===== src/rtl/conv_uop_sequencer_if.sv =====
// conv_uop_sequencer_if: command, RAM-read and PE-array signals of the conv micro-op sequencer.
// Ports (slave = sequencer view):
//   command : cmd_valid/cmd_ready handshake plus ksize, ch, npix, fbase, fstride, cstride, kbase, bias, relu
//   fram    : fram_en/fram_addr request, fram_rdata (PE_NUM packed words, 1-cycle latency)
//   kram    : kram_en/kram_addr request, kram_rdata (one weight, 1-cycle latency)
//   pe array: kernel_data, feature_data, in_valid, out_en, calc_bias, calc_relu, flush; wb_busy back-pressure
//   status  : busy, done
interface conv_uop_sequencer_if #(
    parameter int PE_NUM  = 4,
    parameter int DATA_W  = 8,
    parameter int FRAM_AW = 12,
    parameter int KRAM_AW = 10,
    parameter int KSIZE_W = 3,
    parameter int CH_W    = 6
) ();
    logic                     cmd_valid;
    logic                     cmd_ready;
    logic [KSIZE_W-1:0]       cmd_ksize;
    logic [CH_W-1:0]          cmd_ch;
    logic [FRAM_AW-1:0]       cmd_npix;
    logic [FRAM_AW-1:0]       cmd_fbase;
    logic [FRAM_AW-1:0]       cmd_fstride;
    logic [FRAM_AW-1:0]       cmd_cstride;
    logic [KRAM_AW-1:0]       cmd_kbase;
    logic                     cmd_bias;
    logic                     cmd_relu;
    logic                     fram_en;
    logic [FRAM_AW-1:0]       fram_addr;
    logic [PE_NUM*DATA_W-1:0] fram_rdata;
    logic                     kram_en;
    logic [KRAM_AW-1:0]       kram_addr;
    logic [DATA_W-1:0]        kram_rdata;
    logic [PE_NUM*DATA_W-1:0] kernel_data;
    logic [PE_NUM*DATA_W-1:0] feature_data;
    logic [PE_NUM-1:0]        in_valid;
    logic [PE_NUM-1:0]        out_en;
    logic [PE_NUM-1:0]        calc_bias;
    logic [PE_NUM-1:0]        calc_relu;
    logic                     flush;
    logic                     wb_busy;
    logic                     busy;
    logic                     done;

    modport master (
        output cmd_valid, cmd_ksize, cmd_ch, cmd_npix, cmd_fbase, cmd_fstride, cmd_cstride,
               cmd_kbase, cmd_bias, cmd_relu, fram_rdata, kram_rdata, wb_busy,
        input  cmd_ready, fram_en, fram_addr, kram_en, kram_addr, kernel_data, feature_data,
               in_valid, out_en, calc_bias, calc_relu, flush, busy, done
    );

    modport slave (
        input  cmd_valid, cmd_ksize, cmd_ch, cmd_npix, cmd_fbase, cmd_fstride, cmd_cstride,
               cmd_kbase, cmd_bias, cmd_relu, fram_rdata, kram_rdata, wb_busy,
        output cmd_ready, fram_en, fram_addr, kram_en, kram_addr, kernel_data, feature_data,
               in_valid, out_en, calc_bias, calc_relu, flush, busy, done
    );
endinterface


===== src/rtl/conv_uop_sequencer.sv =====
// conv_uop_sequencer: sequences one convolution command into per-PE micro-ops.
// Ports:
//   clk, rst : rising-edge clock, synchronous active-high reset
//   bus      : conv_uop_sequencer_if.slave -- command handshake, feature/kernel RAM reads,
//              PE-array strobes (in_valid/out_en/calc_bias/calc_relu/flush), wb_busy, busy/done
// Walks pixel groups (outermost), channels, ky, kx (innermost), issuing one tap per cycle.
module conv_uop_sequencer #(
    parameter int PE_NUM  = 4,
    parameter int DATA_W  = 8,
    parameter int FRAM_AW = 12,
    parameter int KRAM_AW = 10,
    parameter int KSIZE_W = 3,
    parameter int CH_W    = 6
) (
    input logic                   clk,
    input logic                   rst,
    conv_uop_sequencer_if.slave   bus
);
    localparam int GW = FRAM_AW + 1;

    typedef enum logic [2:0] {IDLE, FLUSH, RUN, DRAIN, DONE} state_t;

    state_t              state_q, state_d;
    logic [KSIZE_W-1:0]  ks_q, ks_d, kx_q, kx_d, ky_q, ky_d;
    logic [CH_W-1:0]     ch_q, ch_d, c_q, c_d;
    logic [FRAM_AW-1:0]  np_q, np_d, fb_q, fb_d, fs_q, fs_d, cs_q, cs_d;
    logic [FRAM_AW-1:0]  roff_q, roff_d, coff_q, coff_d;
    logic [KRAM_AW-1:0]  kb_q, kb_d, tap_q, tap_d;
    logic [GW-1:0]       gpix_q, gpix_d;
    logic                bias_q, bias_d, relu_q, relu_d;
    logic [PE_NUM-1:0]   in_valid_q, in_valid_d, out_en_q, out_en_d, lane_mask;
    logic                issue, last_kx, last_ky, last_c, last_tap, deg_cmd, more_groups;

    always_comb begin
        state_d    = state_q;
        ks_d       = ks_q;
        ch_d       = ch_q;
        np_d       = np_q;
        fb_d       = fb_q;
        fs_d       = fs_q;
        cs_d       = cs_q;
        kb_d       = kb_q;
        bias_d     = bias_q;
        relu_d     = relu_q;
        kx_d       = kx_q;
        ky_d       = ky_q;
        c_d        = c_q;
        tap_d      = tap_q;
        gpix_d     = gpix_q;
        roff_d     = roff_q;
        coff_d     = coff_q;
        issue      = (state_q == RUN) && !bus.wb_busy;
        last_kx    = kx_q == ks_q - KSIZE_W'(1);
        last_ky    = ky_q == ks_q - KSIZE_W'(1);
        last_c     = c_q == ch_q - CH_W'(1);
        last_tap   = last_kx && last_ky && last_c;
        deg_cmd    = (bus.cmd_ksize == '0) || (bus.cmd_ch == '0) || (bus.cmd_npix == '0);
        // gpix is one bit wider than npix so the next-group test cannot wrap
        more_groups = !((ks_q == '0) || (ch_q == '0) || (np_q == '0)) &&
                      ((gpix_q + GW'(PE_NUM)) < {1'b0, np_q});
        for (int i = 0; i < PE_NUM; i++)
            lane_mask[i] = (gpix_q + GW'(i)) < {1'b0, np_q};
        // RAM data returns one cycle after issue, so the strobes are the issue registered once
        in_valid_d = issue ? lane_mask : '0;
        out_en_d   = (issue && last_tap) ? lane_mask : '0;
        case (state_q)
            IDLE: if (bus.cmd_valid) begin
                ks_d    = bus.cmd_ksize;
                ch_d    = bus.cmd_ch;
                np_d    = bus.cmd_npix;
                fb_d    = bus.cmd_fbase;
                fs_d    = bus.cmd_fstride;
                cs_d    = bus.cmd_cstride;
                kb_d    = bus.cmd_kbase;
                bias_d  = bus.cmd_bias;
                relu_d  = bus.cmd_relu;
                kx_d    = '0;
                ky_d    = '0;
                c_d     = '0;
                tap_d   = '0;
                gpix_d  = '0;
                roff_d  = '0;
                coff_d  = '0;
                // an empty command passes through DRAIN, which finds no groups and finishes
                state_d = deg_cmd ? DRAIN : FLUSH;
            end
            FLUSH: state_d = bus.wb_busy ? FLUSH : RUN;
            RUN: if (issue) begin
                kx_d  = last_kx ? '0 : kx_q + KSIZE_W'(1);
                tap_d = last_tap ? '0 : tap_q + KRAM_AW'(1);
                if (last_kx) begin
                    ky_d   = last_ky ? '0 : ky_q + KSIZE_W'(1);
                    roff_d = last_ky ? '0 : roff_q + fs_q;
                end
                if (last_kx && last_ky) begin
                    c_d    = last_c ? '0 : c_q + CH_W'(1);
                    coff_d = last_c ? '0 : coff_q + cs_q;
                end
                if (last_tap) state_d = DRAIN;
            end
            DRAIN: begin
                state_d = more_groups ? FLUSH : DONE;
                gpix_d  = more_groups ? gpix_q + GW'(PE_NUM) : gpix_q;
            end
            DONE: state_d = IDLE;
            default: state_d = IDLE;
        endcase
    end

    always_ff @(posedge clk) begin
        if (rst) begin
            state_q    <= IDLE;
            ks_q       <= '0;
            ch_q       <= '0;
            np_q       <= '0;
            fb_q       <= '0;
            fs_q       <= '0;
            cs_q       <= '0;
            kb_q       <= '0;
            bias_q     <= 1'b0;
            relu_q     <= 1'b0;
            kx_q       <= '0;
            ky_q       <= '0;
            c_q        <= '0;
            tap_q      <= '0;
            gpix_q     <= '0;
            roff_q     <= '0;
            coff_q     <= '0;
            in_valid_q <= '0;
            out_en_q   <= '0;
        end else begin
            state_q    <= state_d;
            ks_q       <= ks_d;
            ch_q       <= ch_d;
            np_q       <= np_d;
            fb_q       <= fb_d;
            fs_q       <= fs_d;
            cs_q       <= cs_d;
            kb_q       <= kb_d;
            bias_q     <= bias_d;
            relu_q     <= relu_d;
            kx_q       <= kx_d;
            ky_q       <= ky_d;
            c_q        <= c_d;
            tap_q      <= tap_d;
            gpix_q     <= gpix_d;
            roff_q     <= roff_d;
            coff_q     <= coff_d;
            in_valid_q <= in_valid_d;
            out_en_q   <= out_en_d;
        end
    end

    assign bus.cmd_ready    = state_q == IDLE;
    assign bus.busy         = state_q != IDLE;
    assign bus.done         = state_q == DONE;
    assign bus.flush        = (state_q == FLUSH) && !bus.wb_busy;
    assign bus.fram_en      = issue;
    assign bus.kram_en      = issue;
    // row and channel offsets are accumulated incrementally, avoiding multipliers
    assign bus.fram_addr    = (state_q == RUN) ?
                              fb_q + gpix_q[FRAM_AW-1:0] + coff_q + roff_q + FRAM_AW'(kx_q) : '0;
    assign bus.kram_addr    = (state_q == RUN) ? kb_q + tap_q : '0;
    assign bus.feature_data = bus.fram_rdata;
    assign bus.in_valid     = in_valid_q;
    assign bus.out_en       = out_en_q;
    assign bus.calc_bias    = out_en_q & {PE_NUM{bias_q}};
    assign bus.calc_relu    = out_en_q & {PE_NUM{relu_q}};

    for (genvar g = 0; g < PE_NUM; g++) begin : g_kbcast
        assign bus.kernel_data[g*DATA_W +: DATA_W] = bus.kram_rdata;
    end
endmodule


===== src/flat_wrapper.sv =====
// flat-port wrapper written by rule: the top's interface ports become plain ports
module conv_uop_sequencer_flat 
#(
    parameter int PE_NUM  = 4,
    parameter int DATA_W  = 8,
    parameter int FRAM_AW = 12,
    parameter int KRAM_AW = 10,
    parameter int KSIZE_W = 3,
    parameter int CH_W    = 6
)
  (clk, rst, bus_cmd_valid, bus_cmd_ksize, bus_cmd_ch, bus_cmd_npix, bus_cmd_fbase, bus_cmd_fstride, bus_cmd_cstride, bus_cmd_kbase, bus_cmd_bias, bus_cmd_relu, bus_fram_rdata, bus_kram_rdata, bus_wb_busy, bus_cmd_ready, bus_fram_en, bus_fram_addr, bus_kram_en, bus_kram_addr, bus_kernel_data, bus_feature_data, bus_in_valid, bus_out_en, bus_calc_bias, bus_calc_relu, bus_flush, bus_busy, bus_done);
  conv_uop_sequencer_if #(.PE_NUM(PE_NUM), .DATA_W(DATA_W), .FRAM_AW(FRAM_AW), .KRAM_AW(KRAM_AW), .KSIZE_W(KSIZE_W), .CH_W(CH_W)) bus_i ();
  input logic clk;
  input logic rst;
  input wire logic [$bits(bus_i.cmd_valid)-1:0] bus_cmd_valid;
  input wire logic [$bits(bus_i.cmd_ksize)-1:0] bus_cmd_ksize;
  input wire logic [$bits(bus_i.cmd_ch)-1:0] bus_cmd_ch;
  input wire logic [$bits(bus_i.cmd_npix)-1:0] bus_cmd_npix;
  input wire logic [$bits(bus_i.cmd_fbase)-1:0] bus_cmd_fbase;
  input wire logic [$bits(bus_i.cmd_fstride)-1:0] bus_cmd_fstride;
  input wire logic [$bits(bus_i.cmd_cstride)-1:0] bus_cmd_cstride;
  input wire logic [$bits(bus_i.cmd_kbase)-1:0] bus_cmd_kbase;
  input wire logic [$bits(bus_i.cmd_bias)-1:0] bus_cmd_bias;
  input wire logic [$bits(bus_i.cmd_relu)-1:0] bus_cmd_relu;
  input wire logic [$bits(bus_i.fram_rdata)-1:0] bus_fram_rdata;
  input wire logic [$bits(bus_i.kram_rdata)-1:0] bus_kram_rdata;
  input wire logic [$bits(bus_i.wb_busy)-1:0] bus_wb_busy;
  output wire logic [$bits(bus_i.cmd_ready)-1:0] bus_cmd_ready;
  output wire logic [$bits(bus_i.fram_en)-1:0] bus_fram_en;
  output wire logic [$bits(bus_i.fram_addr)-1:0] bus_fram_addr;
  output wire logic [$bits(bus_i.kram_en)-1:0] bus_kram_en;
  output wire logic [$bits(bus_i.kram_addr)-1:0] bus_kram_addr;
  output wire logic [$bits(bus_i.kernel_data)-1:0] bus_kernel_data;
  output wire logic [$bits(bus_i.feature_data)-1:0] bus_feature_data;
  output wire logic [$bits(bus_i.in_valid)-1:0] bus_in_valid;
  output wire logic [$bits(bus_i.out_en)-1:0] bus_out_en;
  output wire logic [$bits(bus_i.calc_bias)-1:0] bus_calc_bias;
  output wire logic [$bits(bus_i.calc_relu)-1:0] bus_calc_relu;
  output wire logic [$bits(bus_i.flush)-1:0] bus_flush;
  output wire logic [$bits(bus_i.busy)-1:0] bus_busy;
  output wire logic [$bits(bus_i.done)-1:0] bus_done;
  assign bus_i.cmd_valid = bus_cmd_valid;
  assign bus_i.cmd_ksize = bus_cmd_ksize;
  assign bus_i.cmd_ch = bus_cmd_ch;
  assign bus_i.cmd_npix = bus_cmd_npix;
  assign bus_i.cmd_fbase = bus_cmd_fbase;
  assign bus_i.cmd_fstride = bus_cmd_fstride;
  assign bus_i.cmd_cstride = bus_cmd_cstride;
  assign bus_i.cmd_kbase = bus_cmd_kbase;
  assign bus_i.cmd_bias = bus_cmd_bias;
  assign bus_i.cmd_relu = bus_cmd_relu;
  assign bus_i.fram_rdata = bus_fram_rdata;
  assign bus_i.kram_rdata = bus_kram_rdata;
  assign bus_i.wb_busy = bus_wb_busy;
  assign bus_cmd_ready = bus_i.cmd_ready;
  assign bus_fram_en = bus_i.fram_en;
  assign bus_fram_addr = bus_i.fram_addr;
  assign bus_kram_en = bus_i.kram_en;
  assign bus_kram_addr = bus_i.kram_addr;
  assign bus_kernel_data = bus_i.kernel_data;
  assign bus_feature_data = bus_i.feature_data;
  assign bus_in_valid = bus_i.in_valid;
  assign bus_out_en = bus_i.out_en;
  assign bus_calc_bias = bus_i.calc_bias;
  assign bus_calc_relu = bus_i.calc_relu;
  assign bus_flush = bus_i.flush;
  assign bus_busy = bus_i.busy;
  assign bus_done = bus_i.done;
  conv_uop_sequencer #(.PE_NUM(PE_NUM), .DATA_W(DATA_W), .FRAM_AW(FRAM_AW), .KRAM_AW(KRAM_AW), .KSIZE_W(KSIZE_W), .CH_W(CH_W)) u_core (.clk(clk), .rst(rst), .bus(bus_i));
endmodule

===== config.mk =====
export PLATFORM = sky130hd
export DESIGN_NAME = conv_uop_sequencer_flat
export DESIGN_NICKNAME = d
export VERILOG_FILES = /design/src/rtl/conv_uop_sequencer_if.sv /design/src/rtl/conv_uop_sequencer.sv /design/src/flat_wrapper.sv
export SDC_FILE = /design/constraint.sdc
export NUM_CORES = 1
export LEC_CHECK = 0
export CAP_MARGIN = 20
export CORE_ASPECT_RATIO = 2
export CORE_MARGIN = 2
export CORE_UTILIZATION = 25
export DETAILED_ROUTE_END_ITERATION = 6
export DONT_BUFFER_PORTS = 1
export PLACE_DENSITY = 0.39
export SYNTH_ARGS = -nofsm -noshare
export SYNTH_HDL_FRONTEND = slang
export SYNTH_SLANG_ARGS = --single-unit

===== constraint.sdc =====
create_clock -name clk -period 6.5 [get_ports clk]
set_input_delay 0.325 -clock clk [delete_from_list [all_inputs] [get_ports clk]]
set_output_delay 0.325 -clock clk [all_outputs]
set_load 0.01 [all_outputs]

Yosys cells after proc, flatten, opt, wreduce, memory -nomap -nowiden --
Cells that the tools add are included.
Operators by class: add/subtract/negate cells 17, $lt $le $gt $ge 5, equal/unequal tests 13, mux-type cells 38, bitwise logic cells 4, reduce and logical (&&, ||, !) cells 30
Operators with widths (count):
- $mux 12 | 8
- $lt 13x12->1 | 5
- $add 12x12->12 | 5
- $pmux 12 s2 | 2
- $mux 10 | 4
- $mux 3 | 10
- $add 13x2->13 const B | 2
- $mux 13 | 2
- $pmux 13 s2 | 1
- $logic_not 12->1 | 2
- $mux 6 | 4
- $pmux 10 s2 | 1
- $add 13x1->13 const B | 1
- $add 13x3->13 const B | 1
- $add 12x3->12 | 1
- $logic_not 6->1 | 2
- $pmux 3 s2 | 2
- $pmux 3 s4 | 1
- $pmux 6 s2 | 1
- $add 10x1->10 const B | 1
- $add 10x10->10 | 1
- $logic_not 3->1 | 3
- $reduce_and 3->1 | 3
- $and 4x4->4 | 2
- other kinds (21) | 42
Word-level totals: register bits after elaboration 139, input bits 113, logic and storage cells 126

Logic depth before layout (Yosys ltp) --
Gate-level depths: netlist (run 1).
depth after elaboration 7, gate-level depth with buffers 15

Worst setup path after synthesis (run 1) --
No wires, ideal clock.
path type flip-flop to output port, start register u_core.gpix_q[2], end output port bus_fram_addr[11], data arrival time 3.624 ns, slack 2.551 ns, stages on the path, launching flop included 15, path buffers 0, path through dfxtp_1 inv_1 fa_1 inv_1 fa_1 inv_1 fa_1 fa_1 nor2b_1 o21ai_0 a21boi_0 o31ai_1 a31oi_1 xnor2_1 nor2_1
On the way: longest elaborated chain between the ends 5
Ends and longest elaborated chain:
- start: declaration | line conv_uop_sequencer.sv:29 | logic [GW-1:0] gpix_q, gpix_d;
- start signal: assignment | line conv_uop_sequencer.sv:146 | gpix_q <= gpix_d;
- $add 12x12->12 (3 in a row) | line conv_uop_sequencer.sv:162 | fb_q + gpix_q[FRAM_AW-1:0] + coff_q + roff_q + FRAM_AW'(kx_q) : '0;
- $add 12x3->12 | line conv_uop_sequencer.sv:162
- $mux 12 | line conv_uop_sequencer.sv:161 | assign bus.fram_addr = (state_q == RUN) ?
- end: declaration | line flat_wrapper.sv:30 | output wire logic [$bits(bus_i.fram_addr)-1:0] bus_fram_addr;
No other way between the ends.

Final worst setup path (run 1) --
Same ends and word-level chain as after synthesis.

==> impl_results.md, run 1 <==
* Number of slew-limit violations in the final report at 0
* Final sum of negative setup slack at 0 ps
* Netlist cell types at 65
* Type of destination of the critical path: output pin
* Final layout net count at 1,362
* Final instance area at 10,400 um2
* Fraction of the cycle the final worst path needs at 0.757
* Dominant combinational cell family by area after synthesis: simple AND/OR/NAND/NOR gates
* Simple-Gate Fraction of Synth Area at 0.190
* Outcome: complete, no violations
* Compound-Gate Fraction of Synth Area at 0.155
* Sequential share of the synthesized area at 0.289
* Static leakage power at 4.30 nW
* Core region area at 37,700 um2
* Root buffer cell: clkbuf_16
* Share of async-settable or async-resettable flops after synthesis at 0
* EDFF count, synth at 0
* CTS resizes at 0
* Number of vias after detailed routing at 7,546
* Cells taking the most area after synthesis: dfxtp_1, ha_1, nand2_1, a21oi_1, fa_1
* Slew margin rel. at 0.312
* Post-Synthesis Cells at 1,179
* Hold Fails Final Rpt at 0
* Leading cell types in the layout, fill and taps excluded: nand2_1, dfxtp_1, a21oi_1
* Post-layout util at 0.276
* Worst-margin pin slew at 1030 ps
* Max-cap violation count at 0
* Share of post-route cells with drive strength above 1 at 0.0502
* Synthesis warning total at 0
* Mean Syn Cell Area at 8.06 um2
* Total area of sequential cells at 2740 um2
* Clock insertion delay at the later pin of the skew report at 450 ps
* DRT Wirelength at 26,900 um
* Drt initial violations at 291
* Number of remaining DRC errors at 0
* Bufs on Longest Clock Path at 2
* IR Drop Worst-Case VDD at 0.169 mV
* Initial Utilization at 0.252
* Post-synth top area share at 0.289
* Setup slack on the worst flop-to-flop path at 2960 ps
* Routed len/inst at 16.8 um
* Most used cell along the critical path: fa_1
* Final Critical Period at 4920 ps
* Dpl cell area at 9410 um2
* Vertical die dimension at 280 um
* Library cell occupying the most area in the post-synthesis netlist: dfxtp_1
* Initial antenna violation count at 0
* Remaining global-route overflow at 0
* Die width at 142 um
* Floorplan die area at 39,700 um2
* Most common cell after layout, fill and taps aside: nand2_1
* Number of CTS-inserted buffers at 17
* Final antenna-violating net count at 0
* Cell Area, Synth at 9500 um2
* Count of inserted antenna diode cells at 0
* Setup repair after global routing missed its margin: false
* CP max stage delay at 550 ps
* Worst Setup Start Kind: flip-flop
* TritonCTS Sinks at 137
* Critical path origin: u_core.gpix_q[2]$_SDFFE_PP0P_
* Worst hold path startpoint: bus_cmd_ch[1]
* Via count normalized by instance count at 4.72
* Net count of the mapped netlist at 1,416
* Synth Register Bits at 137
* Setup-violating endpoint count in the final report at 0
* R2r startpoint: u_core.gpix_q[3]$_SDFFE_PP0P_
* Crit path buffers/inverters at 3
* Worst-case setup margin in the final layout at 1580 ps
* Kind of critical path: reg2out
* Layout fillers at 4,079
* Setup WS pre-CTS at 2070 ps
* Class of the tightest hold or removal check: in2reg
* Clk_skew at 12.4 ps
* Final std cells w/o fill at 1,598
* Max frequency at 203 MHz
* Xor-xnor portion of the synthesized cell area at 0.0719
* Power density of the placed cells at 217 nW/um2
* Arithmetic-cell share of the synthesized area counting full adders, half adders and majority gates at 0.183
* Total area of multi-input combinational cells at 5770 um2
* Maximum number of pins on one net before global-route repair at 84
* Cell family with the largest share of critical-path delay: adder cells
* Global-route wire length before repair at 42,300 um
* Count of pins on the block boundary at 221
* Worst-path cell chain: inv_1, fa_1, inv_1, fa_1, inv_1, fa_1, fa_1, nor2b_1, o21ai_0, a21boi_0, o31ai_1, a31oi_1, xnor2_1, nor2_1
* Port Buf Inserts at 0
* Clock tree from TritonCTS: done
* Weighted congestion at the end of routability-driven global placement at 0.801
* Critical Path Fanout Max at 7
* Data required time at the worst endpoint at 6170 ps
* Most instantiated flip-flop cell in the synthesis netlist: dfxtp_1
* Via count of the first global-routing pass at 7,603
* Router iterations before antenna repair at 4
* Total GRT Usage at 0.139
* DP Cell Count at 1,530
* Number of placement rows at 101
* H-tree level count at 4
* Arr. time, crit path at 4590 ps
* Layout overhead on the synthesized area at 9.25%
* Half-perimeter wire length after detailed placement at 20,200 um
* Clock slew at the register clock pins of the worst setup and hold paths at 60 ps
* Crit-path slowest cell: fa_1
* Proportion of synthesized area in mux cells at 0.00751
[final timing paths]
check                                        end  cells past startpoint
setup / recovery               bus_fram_addr[11]                     14
hold / removal       u_core.ch_q[1]$_SDFFE_PP0P_                      2
setup reg to reg  u_core.state_q[0]$_SDFFE_PP0P_                     11
hold reg to reg      u_core.fs_q[4]$_SDFFE_PP0P_                      2
[cell families after synthesis]
group / after synthesis
flip-flops: 137
AO/OA/AOI/OAI: 246
AND/OR/NAND/NOR: 394
buffers and inverters: 193
multiplexers: 7
adder cells (fa/ha/maj): 124
XOR/XNOR: 78
[power by group]
part / switching, W / total, W / internal (W) / leakage [nW]
Sequential: 0.0000452 / 0.000928 / 0.000883 / 1.11
Clock: 0.000395 / 0.000951 / 0.000556 / 0.259
Combinational: 0.000228 / 0.000375 / 0.000147 / 2.92
[worst register-to-register path, cell delays in order, from the launching register on]
cell	delay (ps)
dfxtp_1	450
ha_1	330
nand3_1	130
or4_4	560
xnor2_1	150
ha_1	310
a21o_1	180
a221oi_1	290
nand4_2	310
nor2_2	460
o221ai_1	200
nor2_1	120
[synth_stat cells, types with 4 or more instances]
| cell | count |
|---|---|
| nand2_1 | 183 |
| dfxtp_1 | 137 |
| a21oi_1 | 111 |
| ha_1 | 99 |
| nor2_1 | 90 |
| inv_1 | 74 |
| buf_4 | 66 |
| xnor2_1 | 49 |
| clkbuf_1 | 41 |
| o21ai_0 | 36 |
| xor2_1 | 29 |
| fa_1 | 25 |
| nor3_1 | 22 |
| nand3_1 | 19 |
| and2_1 | 13 |
| a21o_1 | 12 |
| nor2b_1 | 12 |
| nor4_1 | 11 |
| o21a_1 | 11 |
| a211oi_1 | 10 |
| o21ai_1 | 10 |
| nand2b_1 | 9 |
| o31ai_1 | 8 |
| nand4_1 | 7 |
| o22ai_1 | 7 |
| a22oi_1 | 6 |
| buf_2 | 6 |
| mux2i_1 | 6 |
| a31oi_1 | 5 |
| nor3b_1 | 5 |
| o21bai_1 | 5 |
| and3_1 | 4 |
[per-stage QoR]
| stage | total power (W) | hold WS (ps) |
|---|---|---|
| after CTS | 0.00230 | 0.308 |
| after detailed placement | 0.00130 | 411 |
| after global placement | 0.00129 | 408 |
| after global routing | 0.00238 | 15.4 |
| after floorplan | 0.00125 | 435 |
| final | 0.00225 | 21.8 |
[metal layers]
layer	wire length (um)	global-route usage	vias to the layer above
li1	-	-	3807
met1	12300	0.177	3542
met2	13000	0.233	178
met3	1230	0.0282	19
met4	398	0.0464	0
met5	0	0	-
[area by class of cell]
type	instances	area share
multi-input combinational	849	0.556
sequential	137	0.264
tap	463	0.0558
timing repair buffer	43	0.0422
clock buffer	17	0.0410
inverter	77	0.0279
clock inverter	12	0.0125
[sequential cells by signal, summed over array words and instances, names as in the netlist, 6 cells and up]
name	cells
u_core.ch_q	6
u_core.c_q	6
u_core.fs_q	12
u_core.fb_q	12
u_core.np_q	12
u_core.gpix_q	11
u_core.tap_q	10
u_core.roff_q	12
u_core.kb_q	10
u_core.cs_q	12
u_core.coff_q	12
[repair_timing]
item | 4_1_cts | 5_1_grt
hold buffers | 39 | 0
setup endpoints to repair | 0 | 0
endpoints found under the hold margin | 83 | 0
buffers inserted | 0 | 0
(Power assumes the default switching activity.)
==> run 2: changes to the inputs <==
Settings changed: PLACE_DENSITY 0.39 to 0.41.
Clock period 6.5 ns to 3.9 ns, I/O delays scaled along.
==> run 2 against run 1 <==
- non-clock buffer count increased by 63
- the run now ends with negative setup slack left
- highest routed layer unchanged
- die area unchanged
- clock power increased by 77%
- critical path type unchanged
==> impl_results.md, run 2 (same netlist as run 1, synthesis figures left out) <==
* Outcome: complete, but fails checks
* Failing checks: negative setup slack
* Maximum number of pins on one net before global-route repair at 90 (+7.1%)
* Number of remaining DRC errors at 0 (unchanged)
* Share of post-route cells with drive strength above 1 at 0.0924 (+0.0422)
* Cell family with the largest share of critical-path delay: adder cells
* Crit-path slowest cell: fa_1
* Root buffer cell: clkbuf_16
* Router iterations before antenna repair at 5 (+1)
* Number of vias after detailed routing at 7,747 (+2.7%)
* Type of destination of the critical path: output pin
* Global-route wire length before repair at 42,200 um (-0.21%)
* Total GRT Usage at 0.138 (-0.000540)
* Worst Setup Start Kind: flip-flop
* Post-layout util at 0.294 (+0.0189)
* Die width at 142 um (unchanged)
* Kind of critical path: reg2out
* Arr. time, crit path at 3810 ps (-780 ps)
* Count of inserted antenna diode cells at 0 (unchanged)
* Worst-margin pin slew at 804 ps (-226 ps)
* Leading cell types in the layout, fill and taps excluded: nand2_1, dfxtp_1, a21oi_1
* Remaining global-route overflow at 0 (unchanged)
* Port Buf Inserts at 0 (unchanged)
* CP max stage delay at 520 ps (-30 ps)
* Final Critical Period at 4000 ps
* Clock tree from TritonCTS: done
* Most used cell along the critical path: fa_1
* Setup repair after global routing missed its margin: true
* Fraction of the cycle the final worst path needs at 1.03
* Clock slew at the register clock pins of the worst setup and hold paths at 60 ps (about the same)
* Weighted congestion at the end of routability-driven global placement at 0.829 (+3.4%)
* Bufs on Longest Clock Path at 2 (unchanged)
* Clk_skew at 5.49 ps (-6.93 ps)
* Max-cap violation count at 0 (unchanged)
* Layout fillers at 3,984 (-2.3%)
* Final layout net count at 1,425 (+4.6%)
* Critical Path Fanout Max at 3 (-4)
* IR Drop Worst-Case VDD at 0.303 mV (+79%)
* Hold Fails Final Rpt at 0 (unchanged)
* Initial Utilization at 0.252 (unchanged)
* Crit path buffers/inverters at 3 (unchanged)
* Data required time at the worst endpoint at 3700 ps (-2470 ps)
* Slew margin rel. at 0.459 (+0.147)
* Core region area at 37,700 um2 (unchanged)
* Max frequency at 250 MHz
* Half-perimeter wire length after detailed placement at 20,200 um (-0.23%)
* Vertical die dimension at 280 um (unchanged)
* Via count of the first global-routing pass at 7,661 (+0.76%)
* Worst hold margin at 35.8 ps (+14.1 ps)
* DRT Wirelength at 27,000 um (+0.41%)
* Count of pins on the block boundary at 221 (unchanged)
* Via count normalized by instance count at 4.66 (-1.4%)
* TritonCTS Sinks at 137 (unchanged)
* H-tree level count at 4 (unchanged)
* Post-layout power at 0.00390 W (+73%)
* Static leakage power at 4.61 nW (+7.4%)
* Power density of the placed cells at 352 nW/um2 (+62%)
* Setup-violating endpoint count in the final report at 6 (+6)
* Number of slew-limit violations in the final report at 0 (unchanged)
* Class of the tightest hold or removal check: in2reg
* Drt initial violations at 340 (+17%)
* Worst-case setup margin in the final layout at -104 ps (-1680 ps)
* Number of placement rows at 101 (unchanged)
* Clock insertion delay at the later pin of the skew report at 440 ps (about the same)
* Worst-path cell chain: inv_2, fa_1, inv_1, fa_1, inv_1, fa_1, fa_2, nor2b_4, o21ai_2, a21boi_2, o31ai_4, a31oi_1, xnor2_1, nor2_2
* Layout overhead on the synthesized area at 16.8%
* Number of CTS-inserted buffers at 17 (unchanged)
* Floorplan die area at 39,700 um2 (unchanged)
* Most common cell after layout, fill and taps aside: nand2_1
* Initial antenna violation count at 0 (unchanged)
* Routed len/inst at 16.2 um (-3.6%)
* Final antenna-violating net count at 0 (unchanged)
run 2: cell count changes in the layout (fill, tap and decap cells not counted), sizes merged:
cell / previous run / this run
buf: 5 / 35
bufinv: 2 / 3
clkbuf: 17 / 18
clkinv: 4 / 5
clkinvlp: 5 / 4
dlygate4sd3: 38 / 71
inv: 78 / 79
run 2: per-stage QoR:
step	std cells	cell area [um2]	setup TNS (ps)	setup WS (ps)
global route	1664	11100	-1770	-294
global placement	1557	9620	-30.1	-30.1
finish	1664	11100	-463	-104
CTS	1663	11000	-551	-123
detailed placement	1557	9620	-55.7	-55.7
floorplan	1179	9500	0	81.0
run 2: layer usage:
metal	share of wire	vias to the layer above	GRT usage
li1	-	3933	-
met1	0.46	3604	0.176
met2	0.48	183	0.231
met3	0.043	27	0.0304
met4	0.019	0	0.0449
met5	0	-	0
run 2: what timing repair did:
item / in CTS / in global routing
setup endpoints to repair: 7 / 8
cloned: 0 / 0
hold endpoints to repair: 92 / 0
buffers inserted: 3 / 2
hold buffers: 72 / 0
gates resized for setup: 25 / 11
pin swaps: 22 / 8
run 2: cell type report:
class / count / area, um2 / share of cell area
Clock buffer: 18 / 429 / 0.0387
Clock inverter: 14 / 174 / 0.0157
Inverter: 77 / 289 / 0.0261
Multi-Input combinational cell: 849 / 5860 / 0.528
Sequential cell: 137 / 2750 / 0.248
Tap cell: 463 / 579 / 0.0522
Timing Repair Buffer: 106 / 1010 / 0.0909
run 2: path summary, 6_finish.rpt:
kind	start	endpoint	slack [ps]	cells after the start
worst min-delay path	rst	u_core.coff_q[1]$_SDFFE_PP0P_	40	3
worst max-delay path	u_core.roff_q[2]$_SDFFE_PP0P_	bus_fram_addr[11]	-100	14
worst max register to register	u_core.gpix_q[2]$_SDFFE_PP0P_	u_core.gpix_q[2]$_SDFFE_PP0P_	480	12
worst min register to register	u_core.kb_q[5]$_SDFFE_PP0P_	u_core.kb_q[5]$_SDFFE_PP0P_	460	2
run 2: tightest hold or removal path, cell delays in order:
cell	delay [ps]
nor2_1	100
nand2_1	90
o21ai_1	50
run 2: where the power goes:
part	internal [W]	switching, W	total, W
Combinational	0.000284	0.000398	0.000682
Sequential	0.00147	0.0000739	0.00154
Clock	0.00101	0.000670	0.00168
Total	0.00276	0.00114	0.00390
